`config.mk`:
```
export PLATFORM = sky130hd
export DESIGN_NAME = uart_rx_ctrl
export DESIGN_NICKNAME = d
export VERILOG_FILES = /design/src/rtl/uart_rx_ctrl.sv
export SDC_FILE = /design/constraint.sdc
export NUM_CORES = 1
export LEC_CHECK = 0
export ABC_AREA = 1
export CORE_MARGIN = 3
export CORE_UTILIZATION = 40
export DETAILED_ROUTE_END_ITERATION = 10
export GPL_TIMING_DRIVEN = 0
export PLACE_DENSITY_LB_ADDON = 0.1
export SYNTH_ARGS = -nofsm -noshare
export SYNTH_HDL_FRONTEND = slang
export SYNTH_SLANG_ARGS = --single-unit
```
`constraint.sdc`:
```
create_clock -name clk -period 2.6 [get_ports clk]
set_clock_uncertainty 0.15 [all_clocks]
set_input_delay 0.39 -clock clk [delete_from_list [all_inputs] [get_ports clk]]
set_output_delay 0.39 -clock clk [all_outputs]
set_load 0.01 [all_outputs]
```
`src/rtl/uart_rx_ctrl.sv`:
```
// Receive-side sequencing controller: steps the UART datapath through one 8N1 frame,
// checks start/stop bits and hands each byte to the host through a valid/ready register.
module uart_rx_ctrl (
    input  logic       clk,
    input  logic       reset,
    input  logic       start_bit,
    input  logic       get_value,
    input  logic       data_received,
    input  logic       stop,
    input  logic [7:0] data_out,
    output logic       bit_clr,
    output logic       take_value,
    output logic       incre_counter,
    output logic       get_output,
    output logic [7:0] rx_data,
    output logic       rx_valid,
    input  logic       rx_ready,
    output logic       rx_err,
    output logic       overrun,
    input  logic       clr_status,
    output logic       busy
);

    typedef enum logic [2:0] {
        StIdle,
        StStart,
        StShift,
        StLoad,
        StOut,
        StWaitHigh
    } state_e;

    state_e     state_q, state_d;
    logic       stop_ok_q;
    logic [7:0] rx_data_q;
    logic       rx_valid_q;
    logic       rx_err_q;
    logic       overrun_q;
    logic       deliver;
    logic       accept;

    always_ff @(posedge clk or negedge reset) begin
        if (!reset) begin
            state_q <= StIdle;
        end else begin
            state_q <= state_d;
        end
    end

    always_comb begin
        state_d       = state_q;
        bit_clr       = 1'b0;
        take_value    = 1'b0;
        incre_counter = 1'b0;
        get_output    = 1'b0;
        unique case (state_q)
            StIdle: begin
                bit_clr = 1'b1;
                if (start_bit) state_d = StStart;
            end
            StStart: begin
                if (get_value) begin
                    if (start_bit) begin
                        take_value    = 1'b1;
                        incre_counter = 1'b1;
                        state_d       = StShift;
                    end else begin
                        state_d = StIdle;
                    end
                end
            end
            StShift: begin
                if (get_value) begin
                    take_value    = 1'b1;
                    incre_counter = 1'b1;
                end
                if (data_received) state_d = StLoad;
            end
            StLoad: begin
                get_output = 1'b1;
                state_d    = StOut;
            end
            StOut: begin
                if (stop) state_d = stop_ok_q ? StIdle : StWaitHigh;
            end
            StWaitHigh: begin
                // Hold off until the line returns high so a break is not seen as a start
                bit_clr = 1'b1;
                if (!start_bit) state_d = StIdle;
            end
            default: state_d = StIdle;
        endcase
    end

    assign deliver = (state_q == StOut) && stop;
    assign accept  = !rx_valid_q || rx_ready;

    // The last sample taken in SHIFT is the stop bit, so stop_ok ends up holding it
    always_ff @(posedge clk or negedge reset) begin
        if (!reset) begin
            stop_ok_q <= 1'b0;
        end else if ((state_q == StShift) && get_value) begin
            stop_ok_q <= ~start_bit;
        end
    end

    always_ff @(posedge clk or negedge reset) begin
        if (!reset) begin
            rx_data_q  <= 8'h00;
            rx_valid_q <= 1'b0;
            rx_err_q   <= 1'b0;
        end else if (deliver && accept) begin
            rx_data_q  <= data_out;
            rx_err_q   <= ~stop_ok_q;
            rx_valid_q <= 1'b1;
        end else if (rx_valid_q && rx_ready) begin
            rx_valid_q <= 1'b0;
        end
    end

    // A dropped frame outranks a simultaneous status clear
    always_ff @(posedge clk or negedge reset) begin
        if (!reset) begin
            overrun_q <= 1'b0;
        end else if (deliver && !accept) begin
            overrun_q <= 1'b1;
        end else if (clr_status) begin
            overrun_q <= 1'b0;
        end
    end

    assign rx_data  = rx_data_q;
    assign rx_valid = rx_valid_q;
    assign rx_err   = rx_err_q;
    assign overrun  = overrun_q;
    assign busy     = (state_q != StIdle);

endmodule

```
Word-level counts from Yosys, hierarchy flattened
Cells that the tools add are included.
{"block": "word_totals", "register_bits": 15, "latchBits": 0, "ramBits": 0, "rom_bits": 0, "inputBits": 16, "output_inout_bits": 16, "wordCells": 50, "n_memories": 0}
{"block": "classes", "add_sub_neg": 0, "mul": 0, "n_div": 0, "n_lt_le_gt_ge": 0, "n_eq_ne": 10, "shifts": 0, "mux": 18, "bitwise": 2, "reduce_logical": 14}
{"cell": "$mux 3", "count": 6}
{"cell": "$pmux 3 s6", "count": 1}
{"cell": "$ne 2x2->1 const B", "count": 5}
{"cell": "$mux 1", "count": 9}
{"cell": "$eq 3x2->1 const B", "count": 2}
{"cell": "$eq 3x3->1 const B", "count": 2}
{"cell": "$logic_and 1x1->1", "count": 5}
{"cell": "$reduce_and 5->1", "count": 1}
{"cell": "$reduce_bool 2->1", "count": 2}
{"cell": "$eq 3x1->1 const B", "count": 1}
{"cell": "$logic_not 3->1", "count": 1}
{"cell": "$reduce_bool 3->1", "count": 1}
{"cell": "$logic_not 1->1", "count": 2}
{"cell": "$mux 2", "count": 1}
{"cell": "$not 1->1", "count": 2}
{"cell": "$pmux 1 s2", "count": 1}
{"cell": "$reduce_or 2->1", "count": 1}
{"cell": "$logic_or 1x1->1", "count": 1}

Logic depth before layout (Yosys ltp)
Gate-level depths: netlist of run 1.
{"block": "depth", "depth_word": 5, "mapped_depth": 7, "ltp_nobuf": 7}

Least setup slack after synthesis of run 1
No wires, ideal clock.
{"block": "synth_path", "path_type": "flip-flop to output port", "start": "register state_q[0]", "end": "output port take_value", "arrival_time_ns": 1.205, "required_ns": 2.060, "slack_ns": 0.855, "stages_incl_launch_ff": 8, "n_path_buf": 1, "cell_sequence": "dfrtp_1 > nor2_1 > inv_1 > nor2_1 > inv_1 > o21ai_0 > and2_1 > buf_4"}
{"block": "synth_via", "elab_chain_cells": 2, "word_cells_on_any_way": 3, "classes_between": "eq/ne: 2; mux: 1"}
{"element": "start, declared", "line": "33", "text": "state_e state_q, state_d;"}
{"element": "start signal, assigned", "line": "44", "text": "state_q <= StIdle;"}
{"element": "start signal, assigned", "line": "46", "text": "state_q <= state_d;"}
{"element": "$eq 3x2->1 or $eq 3x1->1 (tied branches)"}
{"element": "$pmux 1 s2 *"}
{"element": "end, declared", "line": "12", "text": "output logic take_value,"}
Mark *: on every way between the ends. The rest lies on a longest branch, timed or not.

Final worst setup path of run 1
{"block": "layout_path", "start": "register state_q[2]", "end": "output port incre_counter"}
{"block": "layout_via", "elab_chain_cells": 2, "word_cells_on_any_way": 3, "classes_between": "eq/ne: 2; mux: 1"}
{"element": "$eq 3x2->1 or $eq 3x1->1 (tied branches)", "line": "56", "text": "unique case (state_q)"}
{"element": "$pmux 1 s2 *", "line": "56"}
{"element": "end, declared", "line": "13", "text": "output logic incre_counter,"}
Marked as above.

==> out/metrics.cfg, run 1 <==
[route]
routed_wl_microns = 1804
drt_iter0_drc = 10
drt-wirelength-per-cell_microns = 11.28
antenna_left = 0
drtPass1Iterations = 2
vias = 750
drc = 0
avgViaCountPerCell = 4.688

[cells_and_area]
drive_above_1_share_pct = 14.07
multi_input_area_sq_um = 321.6
final_common_cell = nand2_1
antenna_cells = 0
seqCellArea_sq_um = 379.1
layout.nets = 152
final_cell_mix = nand2_1 (32), clkdlybuf4s50_1 (30), inv_1 (12), dfrtp_1 (12), nand3_1 (10)
fill_cells = 169
area_growth_pct = 52.72
final_core_util_pct = 65.74
final_cells = 160
fin_area_sq_um = 1160

[power_and_ir_drop]
powerDensity_nw_per_um2 = 907.8
power.total_mw = 1.053
p_leak_nw = 0.5854
ir_drop_mv = 0.4772

[placement]
portBuffers = 31
gp_congestion = 0.8938
dp_hpwl_microns = 1352
dp.cells = 154
placed_area_sq_um = 1101
place_ws_ns = 0.04025

[critical_path]
end_kind = primary output
crit_fanout = 5
cpPeakStageDelay_ns = 0.53
cp_slowest_cell = clkdlybuf4s50_1
crit_path_start_kind = register
worst_path_most_repeated_cell = inv_1
required_ns = 2.06
ff2ff_setup_slack_ns = 1.08
crit_chain = nor2_4, inv_1, nor2_2, inv_1, o21ai_1, and2_1, clkdlybuf4s50_1
crit_type = register to primary output
cp_data_arrival_time_ns = 1.88

[global_routing]
grt_usage_pct = 16.39
antenna_found_initial = 0
grt.overflow.total = 0
grt_max_degree = 16
grt_pass1_wl_microns = 3153
grt_pass1_vias = 759

[floorplanning]
boundaryPins = 32
die_x_microns = 49.58
floorplan.initialDensity_pct = 43.05
fp.dieH_microns = 49.58
rows = 15
die-area_sq_um = 2458
core_sq_um = 1764

[logic_synthesis]
netlist_instances = 98
synth-seq-cells = 15
syn_nets = 114
yosysWarnings = 0
netlist_area_sq_um = 759.5
ys_types = 17
netlist.area_leader.share_pct = 49.42
synth.largest_area_cell = dfrtp_1
yosysSeqAreaShare_pct = 49.42
syn_avg_cell_area_sq_um = 7.750
synth.area.top_cells = dfrtp_1 (49%), nand2_1 (16%), nand3_1 (6.6%)

[clock_network]
root_buffer = clkbuf_4
clock_sinks = 15
insertion_delay_ns = 0.28
cts_made_buffers = 3
cts_tree = built
h-tree-depth = 1
cts_buffer_depth = 2
clk_pin_slew_ns = 0.09

[sta]
period_share_pct = 92.97
tightest_slew_ns = 0.6789
setup_viol = 0
hold_viol = 0
setup_tns_ns = 0
max_freq_ghz = 0.4137
period_needed_ns = 2.417
maxSlewHeadroom_pct = 54.60
fin_ws_ns = 0.1829
whs_ns = 0.3401
slew_viol_final = 0
rsz0062_at_grt = false

[run]
maxCapViolCount = 0

[hold_path]
hp-class = register to register

[outcome]
status = finished clean

-- final cells by class --
| type | instances | area share [%] |
|---|---|---|
| plain buffers | 3 | 2.050 |
| clock buffers | 3 | 1.942 |
| clock inverters | 1 | 0.4315 |
| inverters | 13 | 4.207 |
| multi-input cells | 67 | 27.72 |
| flip-flops and latches | 15 | 32.69 |
| well taps | 25 | 2.697 |
| repair buffers | 33 | 28.26 |
-- flip-flops by register name (all words and copies together) (netlist names) --
| register | count |
|---|---|
| rx_data | 8 |
| state_q | 3 |
| overrun | 1 |
| rx_err | 1 |
| rx_valid | 1 |
| stop_ok_q | 1 |
-- what timing repair did --
action	4_1_cts	5_1_grt
buffers inserted	1	1
hold buffers	0	0
endpoints found under the setup margin	1	2
pin swaps	0	1
gates resized for setup	3	5
-- cell usage after synthesis --
cell,instances
nand2_1,32
dfrtp_1,15
inv_1,12
nand3_1,10
o21ai_1,8
nor2_1,7
o21ai_0,4
and2_1,1
buf_2,1
buf_4,1
buf_6,1
inv_2,1
nand2_2,1
nand4_1,1
nor2_4,1
nor3_4,1
o21ai_2,1
-- worst max-delay path: cells and delay by family (launching register included) --
kind / cells / cell delay, ns
simple gates: 3 / 0.38
buf+inv: 3 / 0.65
compound gates: 1 / 0.10
flops: 1 / 0.46
-- logic make-up after synthesis --
group           Yosys count  share of synthesized area [%]
simple gates             54                          31.96
compound gates           13                          9.061
flops                    15                          49.42
buf+inv                  16                          9.554
-- worst paths after layout --
check | startpoint | endpoint | depth (start not counted)
setup / recovery | state_q[2] | incre_counter | 7
hold / removal | rx_data[7] | rx_data[7] | 2
setup reg to reg | state_q[0] | rx_data[1] | 6
hold reg to reg | rx_data[7] | rx_data[7] | 2
max in group asynchronous | reset | state_q[0] | 1
min in group asynchronous | reset | rx_err | 1
-- report_power, final --
part	total [mW]	internal, mW	switching (mW)
clock	0.131	0.0570	0.0740
sequential	0.383	0.322	0.0610
combinational	0.539	0.282	0.257
total	1.05	0.661	0.392
-- layer usage --
layer  GRT usage, %  vias up  part of all wire (%)
met3          5.136        2                   6.4
met2          27.75       22                    50
met4          6.452        0                  0.67
li1               -      381                     -
met5              0        -                     0
met1          19.11      345                    43
Note: power is estimated with default switching activity, not from simulation.
==> inputs of run 2 (changes only) <==
- CORE_UTILIZATION: 40 -> 25
==> out/metrics.cfg, run 2 (synthesized netlist as in run 1, its figures left out) <==
[route]
antenna_left = 0  ; unchanged
drtPass1Iterations = 4  ; +2
avgViaCountPerCell = 4.404  ; -6.1%
vias = 731  ; -2.5%
routed_wl_microns = 1791  ; -0.72%
drc = 0  ; unchanged
drt_iter0_drc = 34  ; +24
drt-wirelength-per-cell_microns = 10.79  ; -4.3%

[floorplanning]
die-area_sq_um = 3735  ; +52%
rows = 19  ; +4
die_x_microns = 61.12  ; +23%
floorplan.initialDensity_pct = 26.85  ; -16 points
fp.dieH_microns = 61.12  ; +23%
boundaryPins = 32  ; unchanged
core_sq_um = 2829  ; +60%

[cells_and_area]
largest_reg_flops = 8  ; unchanged
drive_above_1_share_pct = 13.33  ; -0.74 points
fill_cells = 307  ; +82%
final_core_util_pct = 41.09  ; -25 points
multi_input_area_sq_um = 319.1  ; -0.78%
layout.nets = 152  ; unchanged
final_common_cell = nand2_1
antenna_cells = 0  ; unchanged
seqCellArea_sq_um = 377.9  ; -0.33%
area_growth_pct = 53.05
final_cell_mix = nand2_1 (32), clkdlybuf4s50_1 (30), dfrtp_1 (13)
final_cells = 166  ; +3.8%

[critical_path]
cp_top_family = buffers and inverters
end_kind = primary output
required_ns = 2.06  ; about the same
r2r-end = rx_err
crit_path_start_kind = register
crit_type = register to primary output
crit_chain = nor2_2, inv_1, nor2_2, inv_1, o21ai_1, and2_4, clkdlybuf4s50_1
reg2reg_depth = 7  ; +1
cp_slowest_cell = clkdlybuf4s50_1
cp_data_arrival_time_ns = 1.89  ; about the same
worstReg2RegStart = state_q[0]
cpPeakStageDelay_ns = 0.53  ; about the same
cp.buffers_inverters = 3  ; unchanged
crit_fanout = 6  ; +1
ff2ff_setup_slack_ns = 0.97  ; -0.11 ns

[hold_path]
hp-class = register to register
hold_end = rx_data[6]
hold_depth = 2  ; unchanged
min-delay-start = rx_data[6]

[power_and_ir_drop]
comb_power_share_pct = 51.9  ; +0.7 points
p_int_mw = 0.6680  ; +1.0%
switching_share_pct = 36.30  ; -0.91 points
switching_power_mw = 0.3807  ; -2.8%
power.total_mw = 1.049  ; -0.40%
p_leak_nw = 0.5839  ; -0.25%
powerDensity_nw_per_um2 = 902.2  ; -0.62%
ir_drop_mv = 0.3331  ; -30%
seqPwrFrac_pct = 35.7  ; -0.7 points
pwr-share-clk_pct = 12.4  ; about the same

[run]
maxCapViolCount = 0  ; unchanged

[sta]
maxSlewHeadroom_pct = 56.01  ; +1.4 points
setup_viol = 0  ; unchanged
period_share_pct = 93.59  ; +0.62 points
tightest_slew_ns = 0.6578  ; -0.02102 ns
max_freq_ghz = 0.4110  ; -0.67%
fin_ws_ns = 0.1667  ; -0.01621 ns
hold_viol = 0  ; unchanged
rsz0062_at_grt = false
slew_viol_final = 0  ; unchanged
period_needed_ns = 2.433  ; +0.01621 ns
setup_tns_ns = 0  ; unchanged

[clock_network]
cts_made_buffers = 3  ; unchanged
cts_tree = built
h-tree-depth = 1  ; unchanged
root_buffer = clkbuf_4
holdBufCountCts = 0  ; unchanged
clock_sinks = 15  ; unchanged
cts_buffer_depth = 2  ; unchanged
clk_pin_slew_ns = 0.09  ; about the same
insertion_delay_ns = 0.28  ; about the same

[placement]
dp_hpwl_microns = 1352  ; about the same
place_ws_ns = 0.04555  ; +0.005295 ns
gp_congestion = 0.8654  ; -3.2%
portBuffers = 31  ; unchanged
dp.cells = 160  ; +3.9%

[global_routing]
grt.overflow.total = 0  ; unchanged
grt_max_degree = 16  ; unchanged
grt_pass1_wl_microns = 2918  ; -7.5%
grt_usage_pct = 10.26  ; -6.1 points
grt_pass1_vias = 696  ; -8.3%
antenna_found_initial = 0  ; unchanged

[outcome]
status = finished clean

run 2: changes by cell type in the layout (fill, tap and decap cells not counted), sizes merged:
cell,delta
clkbuf,+1
clkinv,-1
run 2: area by class of cell:
cell class	count	area share, %
sequential	15	32.51
multi-input combinational	67	27.45
tap	31	3.337
buffer	3	2.045
timing repair buffer	33	28.20
clock buffer	4	2.261
inverter	13	4.198
run 2: power by group through the flow:
stage          Clock, mW  Sequential [mW]  Combinational (mW)
2_1_floorplan          0            0.412               0.219
3_3_place_gp           0            0.391               0.500
3_5_place_dp           0            0.390               0.502
4_1_cts            0.139            0.374               0.541
5_1_grt            0.149            0.386               0.610
6_report           0.130            0.374               0.544
run 2: stage by stage:
stage                     hold WS [ns]  area, sq um
after floorplan               -0.05559        759.5
final                           0.3381         1162
after detailed placement        0.3258         1109
after CTS                       0.3455         1151
after global routing            0.3748         1162
after global placement          0.3100         1109
run 2: worst max path at each step:
| stage | startpoint | endpoint | cells past startpoint |
|---|---|---|---|
| 6_report | state_q[2] | incre_counter | 7 |
| 5_1_grt | state_q[2] | incre_counter | 7 |
| 4_1_cts | state_q[2] | take_value | 8 |
| 3_5_place_dp | start_bit | take_value | 6 |
| 3_3_place_gp | start_bit | take_value | 6 |
| 2_1_floorplan | state_q[0] | take_value | 7 |
run 2: tightest hold or removal path, stage by stage (launching register included):
cell and delay, ns:
dfrtp_1 0.35, o21ai_1 0.06, nand2_1 0.05
run 2: repair_timing:
item / in CTS / in global routing
pin swaps: 0 / 1
resized for setup: 1 / 6
endpoints found under the setup margin: 1 / 2
buffers inserted: 2 / 0
run 2: routing by layer:
layer	vias up	GRT usage (%)	wire length, microns	share of wire (%)
met5	-	0	0	0
met3	2	4.612	122	6.8
met2	24	16.01	819	46
met4	0	0.9288	9	0.50
li1	383	-	-	-
met1	322	13.64	840	47
==> RTL edit 1: new RTL, settings of run 2 <==
Reset style: synchronous (`reset`), changed in 4 clocked blocks.
--- a/src/rtl/uart_rx_ctrl.sv
+++ b/src/rtl/uart_rx_ctrl.sv
@@ -40,5 +40,5 @@
     logic       accept;
 
-    always_ff @(posedge clk or negedge reset) begin
+    always_ff @(posedge clk) begin
         if (!reset) begin
             state_q <= StIdle;
@@ -97,5 +97,5 @@
 
     // The last sample taken in SHIFT is the stop bit, so stop_ok ends up holding it
-    always_ff @(posedge clk or negedge reset) begin
+    always_ff @(posedge clk) begin
         if (!reset) begin
             stop_ok_q <= 1'b0;
@@ -105,5 +105,5 @@
     end
 
-    always_ff @(posedge clk or negedge reset) begin
+    always_ff @(posedge clk) begin
         if (!reset) begin
             rx_data_q  <= 8'h00;
@@ -120,5 +120,5 @@
 
     // A dropped frame outranks a simultaneous status clear
-    always_ff @(posedge clk or negedge reset) begin
+    always_ff @(posedge clk) begin
         if (!reset) begin
             overrun_q <= 1'b0;
Check against the original RTL: differs if reset is asserted again (counterexample within 4 cycles, from zero or initial values and one cycle with reset low); with reset held inactive, the same outputs for 10 cycles.
==> RTL edit 1 against run 2 <==
- power down 17%
- cell area down 2.2%
- area after synthesis up 0.33%
- register-to-register slack better by 0.22 ns
- die area up 0.29%
- first-iteration DRC count down 29%
- routed wire length down 5.2%
- hold slack worse by 0.056 ns
- sequential cell count unchanged
- critical path type unchanged
- non-clock buffer count unchanged
- critical endpoint is now take_value
- setup slack better by 0.026 ns
- critical path depth up 1
==> RTL edit 1: results (changes against run 2) <==
- CP max stage cell: clkdlybuf4s50_1
- Crit-path leading delay family: buffers and inverters
- Compound-Gate Fraction of Synth Area: 14.45% (+5.4 points)
- I/O Buffers: 31 (unchanged)
- Vias per inst: 4.351 (-1.2%)
- Largest cells by area after synthesis: dfxtp_1 39%, nor2_1 15%, inv_1 7.4%
- Syn avg cell area: 7.055 sq um (-9.0%)
- Static leakage: 0.0005011 uW (-14%)
- Clock transition at path regs: 0.09 ns (about the same)
- Syn nets: 124 (+8.8%)
- Fillers: 304 (-0.98%)
- Min-Delay Endpoint: rx_err$_SDFFE_PN0P_
- Hold-critical path depth: 1 (-1)
- Worst Hold Launch: stop_ok_q$_SDFFE_PN0P_
- Worst slew margin: 79.84% (+24 points)
- H-tree depth: 1 (unchanged)
- Vias in the first global route: 672 (-3.4%)
- Top_reg_cell synth: dfxtp_1
- Root Buffer: clkbuf_4
- Synth async-reset ratio: 0% (-100 points)
- Largest net degree at the start of global routing: 11 (-5)
- GR Util All Layers: 9.875% (-0.39 points)
- Commonest cells post-synth: 30 x nor2_1, 15 x dfxtp_1, 15 x inv_1
- Fraction of synthesized area in multiplexers: 0% (unchanged)
- Maximum clock frequency: 415.3 MHz (+1.1%)
- Iteration-0 DRC Markers: 24 (-29%)
- CP endpoint: take_value
- Status: complete, no violations
- Slowest stage delay, CP: 0.52 ns
- IR drop worst, VDD: 0.4063 mV (+22%)
- R2r endpoint: rx_data[3]$_SDFFE_PN0P_
- Dpl ws: 0.1897 ns (+0.1441 ns)
- Post-DP HPWL: 1.354 mm (+0.16%)
- Critical Path Source: state_q[2]$_SDFFE_PN0P_
- Global-route wire length before repair: 2.760 mm (-5.4%)
- Layout cell share with drive strength beyond 1: 11.19% (-2.1 points)
- Sequential share of the synthesized area: 39.41% (-10 points)
- Placed Cells incl. Taps: 170 (+6.3%)
- Wirelength, routed: 1.697 mm (-5.2%)
- Setup bufs post-CTS: 0 (-2)
- Post-route insts no fill: 174 (+4.8%)
- Final Hold Slack: 0.2823 ns (-0.05585 ns)
- Critical R2R Launch: state_q[0]$_SDFFE_PN0P_
- Synth Area in XOR/XNOR: 0% (unchanged)
- Unique masters post-synth: 19 (+2)
- Gpl congestion: 0.7849 (-9.3%)
- Max Cap Viol: 0 (unchanged)
- Detailed Routing Iterations Pass 1: 4 (unchanged)
- Clk buf depth: 2 (unchanged)
- Worst path arrival time: 1.87 ns (-0.02 ns)
- Maximum fanout along the worst path: 9 (+3)
- CTS Buf Count: 3 (unchanged)
- # nets final: 160 (+5.3%)
- Reg2Reg Setup Slack: 1.19 ns (+0.22 ns)
RTL edit 1: cell count changes after synthesis, sizes merged, moves of 4 or more:
cell	delta
a21oi	+4
nor2	+23
dfxtp	+15
dfrtp	-15
nand2	-21
RTL edit 1: cell type report:
class	instances	area, sq um	area share [%]
buffer	5	45.04	3.960
sequential	15	300.3	26.40
tap	31	38.79	3.410
inverter	15	56.30	4.950
clock buffer	4	26.28	2.310
timing repair buffer	31	310.3	27.28
multi-input combinational	73	360.3	31.68
RTL edit 1: worst reg2reg max path: cells and delay by family (launching register included):
kind | cells | cell delay, ns
AND/OR/NAND/NOR | 5 | 0.54
flip-flops | 1 | 0.32
buffers and inverters | 2 | 0.30
RTL edit 1: per-stage QoR:
step           utilization, %  cell area (sq um)  power, uW
6_report                40.20               1137      868.7
5_1_grt                 40.20               1137      952.4
4_1_cts                 40.20               1137      884.2
3_5_place_dp            39.27               1111      749.2
3_3_place_gp            39.27               1111      747.7
2_1_floorplan               -              762.0      575.3
RTL edit 1: cell families after synthesis:
| family | Yosys count |
|---|---|
| AOI/OAI and AO/OA | 18 |
| buffers and inverters | 20 |
| DFF | 15 |
| and+or+nand+nor | 55 |
RTL edit 1: metal layers:
layer	track usage, %	up-vias	share of wire, %
met5	0	-	0
li1	-	410	-
met1	11.18	331	44
met4	1.858	0	0
met2	16.62	16	49
met3	5.241	0	7.3
RTL edit 1: timing repair:
item / in CTS / in global routing
hold buffers: 0 / 0
endpoints found under the setup margin: 0 / 1
gates resized for setup: 0 / 1
endpoints found under the hold margin: 0 / 0
RTL edit 1: power by group:
part | switching [uW] | total [uW] | internal [uW]
clock | 71.1 | 131 | 59.5
sequential | 28.3 | 303 | 274
combinational | 218 | 436 | 218
total | 317 | 869 | 551
==> RTL edit 2: new RTL, config.mk and constraints of run 2 <==
Made on the original files. Encoding of `state_e`: now Gray code (3 bits for 6 states).
--- a/src/rtl/uart_rx_ctrl.sv
+++ b/src/rtl/uart_rx_ctrl.sv
@@ -23,10 +23,10 @@
 
     typedef enum logic [2:0] {
-        StIdle,
-        StStart,
-        StShift,
-        StLoad,
-        StOut,
-        StWaitHigh
+        StIdle     = 3'b000,
+        StStart    = 3'b001,
+        StShift    = 3'b011,
+        StLoad     = 3'b010,
+        StOut      = 3'b110,
+        StWaitHigh = 3'b111
     } state_e;
 
Behaviour: no difference found for any inputs over 10 cycles, from zero or initial values and one cycle with reset low; not proved beyond that.
==> RTL edit 2 against run 2 <==
- area after synthesis is 3.3% higher
- global-route usage is 0.43 points higher
- critical endpoint is now take_value
- critical path depth shrank 1
- combinational power rose by 6.2%
- setup slack lost 0.031 ns
- power rose by 5.3%
- hold slack got worse by 0.012 ns
- sequential cell count did not move
- cell area increased by 1.6%
- routed wire length down 2.2%
==> RTL edit 2: results (changes against run 2) <==
- Syn avg cell area: 8.172 sq um (+5.4%)
- Status: complete, no violations
- CTS Buf Count: 3 (unchanged)
- Vias in the first global route: 669 (-3.9%)
- Gpl congestion: 0.8009 (-7.5%)
- Global-route wire length before repair: 2.946 mm (+0.96%)
- Worst path arrival time: 1.92 ns (+0.03 ns)
- Setup bufs post-CTS: 0 (-2)
- Fillers: 304 (-0.98%)
- Commonest cells post-synth: 32 x nand2_1, 15 x dfrtp_1, 12 x nand3_1
- Routing usage on met2: 16.72% (+0.70 points)
- Placed Cells incl. Taps: 169 (+5.6%)
- GR Util All Layers: 10.69% (+0.43 points)
- Post-DP HPWL: 1.377 mm (+1.8%)
- Dpl ws: 0.1655 ns (+0.1199 ns)
- Top_reg_cell synth: dfrtp_1
- Compound-Gate Fraction of Synth Area: 8.134% (-0.93 points)
- Vias per inst: 4.225 (-4.0%)
- Cts repair resizes: 0 (-1)
- Layout cell share with drive strength beyond 1: 12.98% (-0.36 points)
- Synth warnings: 0 (unchanged)
- Largest net degree at the start of global routing: 16 (unchanged)
- Static leakage: 0.0005790 uW (-0.83%)
- Clk buf depth: 2 (unchanged)
- Met3 global-route usage: 3.719% (-0.89 points)
- # nets final: 148 (-2.6%)
- Iteration-0 DRC Markers: 31 (-8.8%)
- Antenna Cells: 0 (unchanged)
- Slew @ Worst Pin: 0.6725 ns (+0.01466 ns)
- CP max stage cell: clkdlybuf4s50_1
- Unique masters post-synth: 20 (+3)
- Post-DR wirelength/cell: 10.12 microns (-6.2%)
- Register area: 376.6 sq um (-0.33%)
- Detailed Routing Iterations Pass 1: 5 (+1)
- Syn nets: 112 (-1.8%)
- Met1 Resource Use GR: 13.71% (+0.063 points)
- IR drop worst, VDD: 0.3822 mV (+15%)
- Sequential share of the synthesized area: 47.85% (-1.6 points)
- Area after DPL: 1147 sq um (+3.5%)
- Maximum fanout along the worst path: 9 (+3)
- Largest cells by area after synthesis: dfrtp_1 48%, nand2_1 15%, nand3_1 7.7%
[RTL edit 2: worst max-delay path: cells and delay by family (launching register included)]
kind                   cells  cell delay, ns
DFF                        1            0.36
and+or+nand+nor            2            0.31
buffers and inverters      3            0.81
AOI/OAI and AO/OA          1            0.17
[RTL edit 2: cell type report]
| type | count | area share [%] |
|---|---|---|
| plain buffers | 3 | 2.013 |
| multi-input cells | 67 | 29.66 |
| inverters | 11 | 3.496 |
| flip-flops and latches | 15 | 31.89 |
| clock buffers | 4 | 2.225 |
| repair buffers | 31 | 26.27 |
| well taps | 42 | 4.449 |
[RTL edit 2: final timing paths]
| kind | startpoint | endpoint | slack (ns) | cells after the start |
|---|---|---|---|---|
| max | state_q[2]$_DFFE_PN0P_ | take_value | 0.14 | 6 |
| min | rx_data[5]$_DFFE_PN0P_ | rx_data[5]$_DFFE_PN0P_ | 0.33 | 2 |
| max reg2reg | state_q[2]$_DFFE_PN0P_ | rx_data[1]$_DFFE_PN0P_ | 1.18 | 7 |
| min reg2reg | rx_data[5]$_DFFE_PN0P_ | rx_data[5]$_DFFE_PN0P_ | 0.33 | 2 |
| max in group asynchronous | reset | state_q[1]$_DFFE_PN0P_ | 1.47 | 1 |
| min in group asynchronous | reset | rx_data[6]$_DFFE_PN0P_ | 0.37 | 1 |
[RTL edit 2: cell families after synthesis]
family | count (synthesis)
buffers and inverters | 14
and+or+nand+nor | 57
AOI/OAI and AO/OA | 10
DFF | 15
[RTL edit 2: metal layers]
layer | routed length (microns) | vias up
met3 | 107 | 2
met2 | 809 | 26
met1 | 824 | 322
li1 | - | 381
met5 | 0 | -
met4 | 10 | 0
[RTL edit 2: power breakdown]
group	leakage (uW)	switching (uW)	internal, uW
clock	0.0000150	70.1	59.5
combinational	0.000373	279	299
sequential	0.000191	67.5	329
